===== config.mk =====
export PLATFORM = sky130hd
export DESIGN_NAME = kernel_run_ctrl
export DESIGN_NICKNAME = d
export VERILOG_FILES = /design/src/rtl/kernel_run_ctrl.sv
export SDC_FILE = /design/constraint.sdc
export NUM_CORES = 1
export LEC_CHECK = 0
export CORE_MARGIN = 3
export CORE_UTILIZATION = 54
export DETAILED_ROUTE_END_ITERATION = 6
export GPL_TIMING_DRIVEN = 0
export MAX_ROUTING_LAYER = met4
export PLACE_DENSITY = 0.87
export REMOVE_ABC_BUFFERS = 1
export SKIP_LAST_GASP = 1
export SYNTH_ARGS = -nofsm -noshare
export SYNTH_HDL_FRONTEND = slang
export SYNTH_SLANG_ARGS = --single-unit

===== constraint.sdc =====
create_clock -name ap_clk -period 5 [get_ports ap_clk]
set_clock_uncertainty 0.1 [all_clocks]
set_input_delay 1 -clock ap_clk [delete_from_list [all_inputs] [get_ports ap_clk]]
set_output_delay 1 -clock ap_clk [all_outputs]
set_load 0.005 [all_outputs]

===== src/rtl/kernel_run_ctrl.sv =====
// Run sequencer for an ap_ctrl_hs HLS kernel: repeated starts, dataset advance handshake, done watchdog.
// Optional latency statistics (lat_last/lat_max) are built when RUN_CTRL_LAT_STATS_EN is defined.
module kernel_run_ctrl #(
    parameter int CNT_W          = 16,
    parameter int DATASET_NUM    = 8,
    parameter int RAM_UPDATE_INV = 1,
    parameter int GAP_CYCLES     = 4,
    parameter int TIMEOUT_CYCLES = 1048576,
    parameter int LAT_W          = 32,
    localparam int DS_W          = (DATASET_NUM > 1) ? $clog2(DATASET_NUM) : 1
) (
    input  logic             ap_clk,
    input  logic             ap_rst,
    input  logic             run_req,
    input  logic [CNT_W-1:0] run_count,
    output logic             k_ap_start,
    input  logic             k_ap_ready,
    input  logic             k_ap_done,
    output logic             ds_update,
    input  logic             ds_ready,
    output logic [DS_W-1:0]  ds_index,
    output logic             busy,
    output logic             done,
    output logic [CNT_W-1:0] iter_cnt,
    output logic             err_timeout,
    output logic [LAT_W-1:0] lat_last,
    output logic [LAT_W-1:0] lat_max
);
    localparam int TO_W  = $clog2(TIMEOUT_CYCLES + 1);
    localparam int UPD_W = $clog2(RAM_UPDATE_INV + 1);
    localparam int GAP_W = (GAP_CYCLES > 1) ? $clog2(GAP_CYCLES) : 1;

    typedef enum logic [2:0] {
        ST_IDLE, ST_START, ST_WAIT_DONE, ST_UPDATE, ST_GAP, ST_FINISH
    } state_t;

    state_t             state_reg, state_next;
    logic               run_req_q;
    logic [CNT_W-1:0]   run_count_reg, run_count_next;
    logic [CNT_W-1:0]   iter_reg, iter_next, iter_inc;
    logic [UPD_W-1:0]   upd_reg, upd_next, upd_inc;
    logic [TO_W-1:0]    lat_reg, lat_next;
    logic [GAP_W-1:0]   gap_reg, gap_next;
    logic [DS_W-1:0]    ds_index_reg, ds_index_next;
    logic               start_reg, start_next;
    logic               ds_update_reg, ds_update_next;
    logic               done_reg, done_next;
    logic               err_reg, err_next;
    logic               req_edge, stop_cont, complete, go_gap, gap_exit;

    assign req_edge  = run_req & ~run_req_q;
    assign stop_cont = (run_count_reg == '0) && !run_req;

    always_comb begin
        state_next     = state_reg;
        run_count_next = run_count_reg;
        iter_next      = iter_reg;
        upd_next       = upd_reg;
        lat_next       = lat_reg;
        gap_next       = gap_reg;
        ds_index_next  = ds_index_reg;
        start_next     = 1'b0;
        ds_update_next = 1'b0;
        done_next      = done_reg;
        err_next       = err_reg;
        complete       = 1'b0;
        go_gap         = 1'b0;
        gap_exit       = 1'b0;
        iter_inc       = (&iter_reg) ? iter_reg : iter_reg + 1'b1;
        upd_inc        = upd_reg + 1'b1;

        case (state_reg)
            ST_IDLE: begin
                if (req_edge) begin
                    run_count_next = run_count;
                    iter_next      = '0;
                    upd_next       = '0;
                    done_next      = 1'b0;
                    err_next       = 1'b0;
                    start_next     = 1'b1;
                    state_next     = ST_START;
                end
            end
            ST_START: begin
                start_next = 1'b1;
                if (k_ap_ready) begin
                    start_next = 1'b0;
                    lat_next   = TO_W'(1);
                    if (k_ap_done) complete = 1'b1;
                    else           state_next = ST_WAIT_DONE;
                end
            end
            ST_WAIT_DONE: begin
                lat_next = lat_reg + 1'b1;
                if (k_ap_done) begin
                    complete = 1'b1;
                end else if (lat_reg == TO_W'(TIMEOUT_CYCLES)) begin
                    err_next   = 1'b1;
                    state_next = ST_FINISH;
                end
            end
            ST_UPDATE: begin
                // ds_ready is ignored during the pulse cycle so a stale "idle" cannot skip the update
                if (!ds_update_reg && ds_ready) begin
                    if (stop_cont) state_next = ST_FINISH;
                    else           go_gap = 1'b1;
                end
            end
            ST_GAP: begin
                gap_next = gap_reg + 1'b1;
                if (gap_reg == GAP_W'(GAP_CYCLES - 1)) gap_exit = 1'b1;
            end
            ST_FINISH: begin
                done_next  = 1'b1;
                state_next = ST_IDLE;
            end
            default: state_next = ST_IDLE;
        endcase

        if (complete) begin
            iter_next = iter_inc;
            if ((run_count_reg != '0 && iter_inc == run_count_reg) || stop_cont) begin
                state_next = ST_FINISH;
            end else if (upd_inc == UPD_W'(RAM_UPDATE_INV)) begin
                upd_next       = '0;
                ds_update_next = 1'b1;
                ds_index_next  = (ds_index_reg == DS_W'(DATASET_NUM - 1)) ? '0 : ds_index_reg + 1'b1;
                state_next     = ST_UPDATE;
            end else begin
                upd_next = upd_inc;
                go_gap   = 1'b1;
            end
        end

        if (go_gap) begin
            if (GAP_CYCLES == 0) begin
                gap_exit = 1'b1;
            end else begin
                gap_next   = '0;
                state_next = ST_GAP;
            end
        end

        if (gap_exit) begin
            if (stop_cont) begin
                state_next = ST_FINISH;
            end else begin
                start_next = 1'b1;
                state_next = ST_START;
            end
        end
    end

    always_ff @(posedge ap_clk or posedge ap_rst) begin
        if (ap_rst) begin
            state_reg     <= ST_IDLE;
            run_req_q     <= 1'b1;  // a level already high at reset release is not an edge
            run_count_reg <= '0;
            iter_reg      <= '0;
            upd_reg       <= '0;
            lat_reg       <= '0;
            gap_reg       <= '0;
            ds_index_reg  <= '0;
            start_reg     <= 1'b0;
            ds_update_reg <= 1'b0;
            done_reg      <= 1'b0;
            err_reg       <= 1'b0;
        end else begin
            state_reg     <= state_next;
            run_req_q     <= run_req;
            run_count_reg <= run_count_next;
            iter_reg      <= iter_next;
            upd_reg       <= upd_next;
            lat_reg       <= lat_next;
            gap_reg       <= gap_next;
            ds_index_reg  <= ds_index_next;
            start_reg     <= start_next;
            ds_update_reg <= ds_update_next;
            done_reg      <= done_next;
            err_reg       <= err_next;
        end
    end

    assign k_ap_start  = start_reg;
    assign ds_update   = ds_update_reg;
    assign ds_index    = ds_index_reg;
    assign busy        = (state_reg != ST_IDLE);
    assign done        = done_reg;
    assign iter_cnt    = iter_reg;
    assign err_timeout = err_reg;

`ifdef RUN_CTRL_LAT_STATS_EN
    logic [LAT_W-1:0] lat_last_reg, lat_max_reg, lat_now;

    // A same-cycle ready+done completion counts as latency 1
    assign lat_now = (state_reg == ST_START) ? LAT_W'(1) : LAT_W'(lat_reg);

    always_ff @(posedge ap_clk or posedge ap_rst) begin
        if (ap_rst) begin
            lat_last_reg <= '0;
            lat_max_reg  <= '0;
        end else if (state_reg == ST_IDLE && req_edge) begin
            lat_max_reg <= '0;
        end else if (complete) begin
            lat_last_reg <= lat_now;
            if (lat_now > lat_max_reg) lat_max_reg <= lat_now;
        end
    end

    assign lat_last = lat_last_reg;
    assign lat_max  = lat_max_reg;
`else
    assign lat_last = '0;
    assign lat_max  = '0;
`endif
endmodule


==> metrics.yaml <==
status: "finished clean"
diodes: 0
async_reset_ff_share_pct: 100
initial_utilization_pct: 57.7
layout_common_cells: "87 x nand2_1, 66 x dfrtp_1, 64 x conb_1, 45 x clkdlybuf4s50_1, 37 x o21ai_0"
syn_inst: 504
hold_violations: 0
ys_ff_latch: 67
min_period_ns: 3.87
core_mm2: 0.00749
cts.sinks: 67
largest_register_ffs: 21
cp_common_cell: "nand4_1"
groute.usage.overall_pct: 25.1
syn2layout_area_growth_pct: 11.9
drv_cap: 0
mappedNetlistArea_mm2: 0.00432
total_leakage_power_nw: 2.19
worstSkewPairLatency_ns: 0.36
cts.repair.resized: 0
post_cts_buffers: 0
synth.distinct_cells: 56
ir_drop_v: 0.000370
fmax_ghz: 0.258
grt_pass1_vias: 3576
maxSlewHeadroom_pct: 32.8
numPortBuffers: 45
grt_max_degree: 42
multiInputGateArea_mm2: 0.00229
ys.warnings.count: 0
io_pins: 110
synth_edf_count: 0
grt_pass1_wl_um: 17300
synth_ff_type: "dfrtp_1"
drtIter0Drc: 379
register_area_mm2: 0.00168
totalWireLength_um: 10400
slowest_stage: "nor4_1"
cts-buffers-inserted: 9
fin_nets: 568
place_hpwl_um: 7560
cts_tree: "yes"
powerDensity_mw_per_mm2: 466
cts_buffer_depth: 2
stdcell_area_mm2: 0.00483
end_kind: "flop"
antenna_found_initial: 0
slew_viol_final: 0
clk_pin_slew_ns: 0.08
critPathLaunchType: "flop"
routabilityCongestion: 0.930
h-tree-depth: 3
die_area_mm2: 0.00910
crit_type: "flop to flop"
place_area_mm2: 0.00460
drive_above_1_share_pct: 5.69
viasPerCell: 5.96
cpPeakStageDelay_ns: 0.65
overflow: 0
placementRows: 31
postRouteAntennaNets: 0
rsz0062_at_grt: "false"
wl_per_cell_um: 16.2
ys_seq_area_share_pct: 38.9
finish.utilization_pct: 64.5
period_share_pct: 77.4
path_cells: "ha_1 -> nand4_1 -> nor4_1 -> nor3_1 -> a2111oi_0 -> nand4_1 -> nor4_4 -> nor4_2 -> mux2_1"
cts-root-buf: "clkbuf_8"
die_y_um: 95.4
drc_errors: 0
finalSetupViolations: 0
worst_pin_slew_ns: 1.00
drt_first_pass_iters: 5
die_w_um: 95.4
synth.avg_cell_area_um2: 8.57
final_common_cell: "nand2_1"
via_count: 3840
hold_path_class: "flop to flop"
path_max_fanout: 9
num-fill-cells: 615
critPathRequiredTime_ns: 5.14
ctsHoldBuffers: 0
critPathArrivalTime_ns: 4.01
==> power breakdown <==
group	internal, mW	switching (mW)
sequential	0.690	0.206
combinational	0.389	0.447
clock	0.284	0.232
total	1.36	0.886
==> metal layers <==
layer  up-vias  global-route usage (%)  wire length [um]
li1       1728                       -                 -
met1      1864                    33.9              4460
met2       223                    38.6              4850
met3        25                    4.50               908
met4         0                    8.06               204
met5         -                       -                 0
==> cells in the mapped netlist, drive strengths merged, types with 2 or more instances <==
master	count	area, um2
nor4	18	149
a311oi	3	26.3
a211oi	2	15.0
o211ai	2	15.0
dfrtp	66	1650
a21oi	14	70.1
or2	2	12.5
and2	3	18.8
nor2	32	120
xor2	6	52.6
nand2	87	327
nand2b	2	12.5
mux2	4	45.0
a31oi	4	25.0
or4	5	41.3
o311a	3	30.0
inv	8	30.0
and3	15	93.8
a21o	2	15.0
a211o	2	17.5
mux2i	7	70.1
xnor2	15	131
o21ai	37	185
and4	3	26.3
nor3	9	45.0
nor3b	2	20.0
nand3	26	135
o31ai	7	52.6
ha	6	75.1
nand4	12	90.1
clkbuf	17	65.1
a22o	2	17.5
buf	68	499
==> cells by family after synthesis <==
kind of cell | Yosys count | synth area share (%)
AOI/OAI and AO/OA | 84 | 12.1
and+or+nand+nor | 220 | 26.0
xor gates and xnor gates | 22 | 4.78
muxes | 11 | 2.67
DFF | 67 | 38.9
buffers and inverters | 93 | 13.8
other | 1 | 0.0868
adders and majority gates | 6 | 1.74
==> final timing paths <==
kind,startpoint,endpoint,slack [ns],cells past startpoint
hold / removal,err_timeout$_DFFE_PP0P_,err_timeout$_DFFE_PP0P_,0.39,1
setup reg to reg,iter_cnt[1]$_DFFE_PP0P_,ds_index[2]$_DFFE_PP0P_,1.13,9
hold reg to reg,err_timeout$_DFFE_PP0P_,err_timeout$_DFFE_PP0P_,0.39,1
max in group asynchronous,ap_rst,run_req_q$_DFF_PP1_,3.17,3
setup / recovery,iter_cnt[1]$_DFFE_PP0P_,ds_index[2]$_DFFE_PP0P_,1.13,9
min in group asynchronous,ap_rst,iter_cnt[13]$_DFFE_PP0P_,0.94,2
==> stage by stage <==
| stage | setup WS (ns) | hold slack [ns] | TNS (ns) | instances | total power [mW] |
|---|---|---|---|---|---|
| global route | 0.897 | 0.423 | 0 | 644 | 2.40 |
| finish | 1.13 | 0.387 | 0 | 644 | 2.25 |
| floorplan | 1.70 | 0.349 | 0 | 482 | 1.40 |
| global placement | -0.150 | 0.370 | -0.262 | 626 | 1.67 |
| CTS | 1.25 | 0.396 | 0 | 644 | 2.24 |
| detailed placement | 1.06 | 0.374 | 0 | 628 | 1.72 |
==> worst max-delay path, delay by kind of cell (launching register included) <==
family | cells | cell delay [ns]
muxes | 1 | 0.35
and+or+nand+nor | 6 | 1.81
AOI/OAI and AO/OA | 1 | 0.60
adders and majority gates | 1 | 0.38
DFF | 1 | 0.49
==> cell type report <==
cell class	instances	share of cell area [%]
Multi-Input combinational cell	407	47.4
Inverter	8	0.622
Clock buffer	9	2.56
Timing Repair Buffer	47	10.1
Clock inverter	7	2.10
Tap cell	99	2.56
Sequential cell	67	34.7
(Power assumes the default switching activity.)
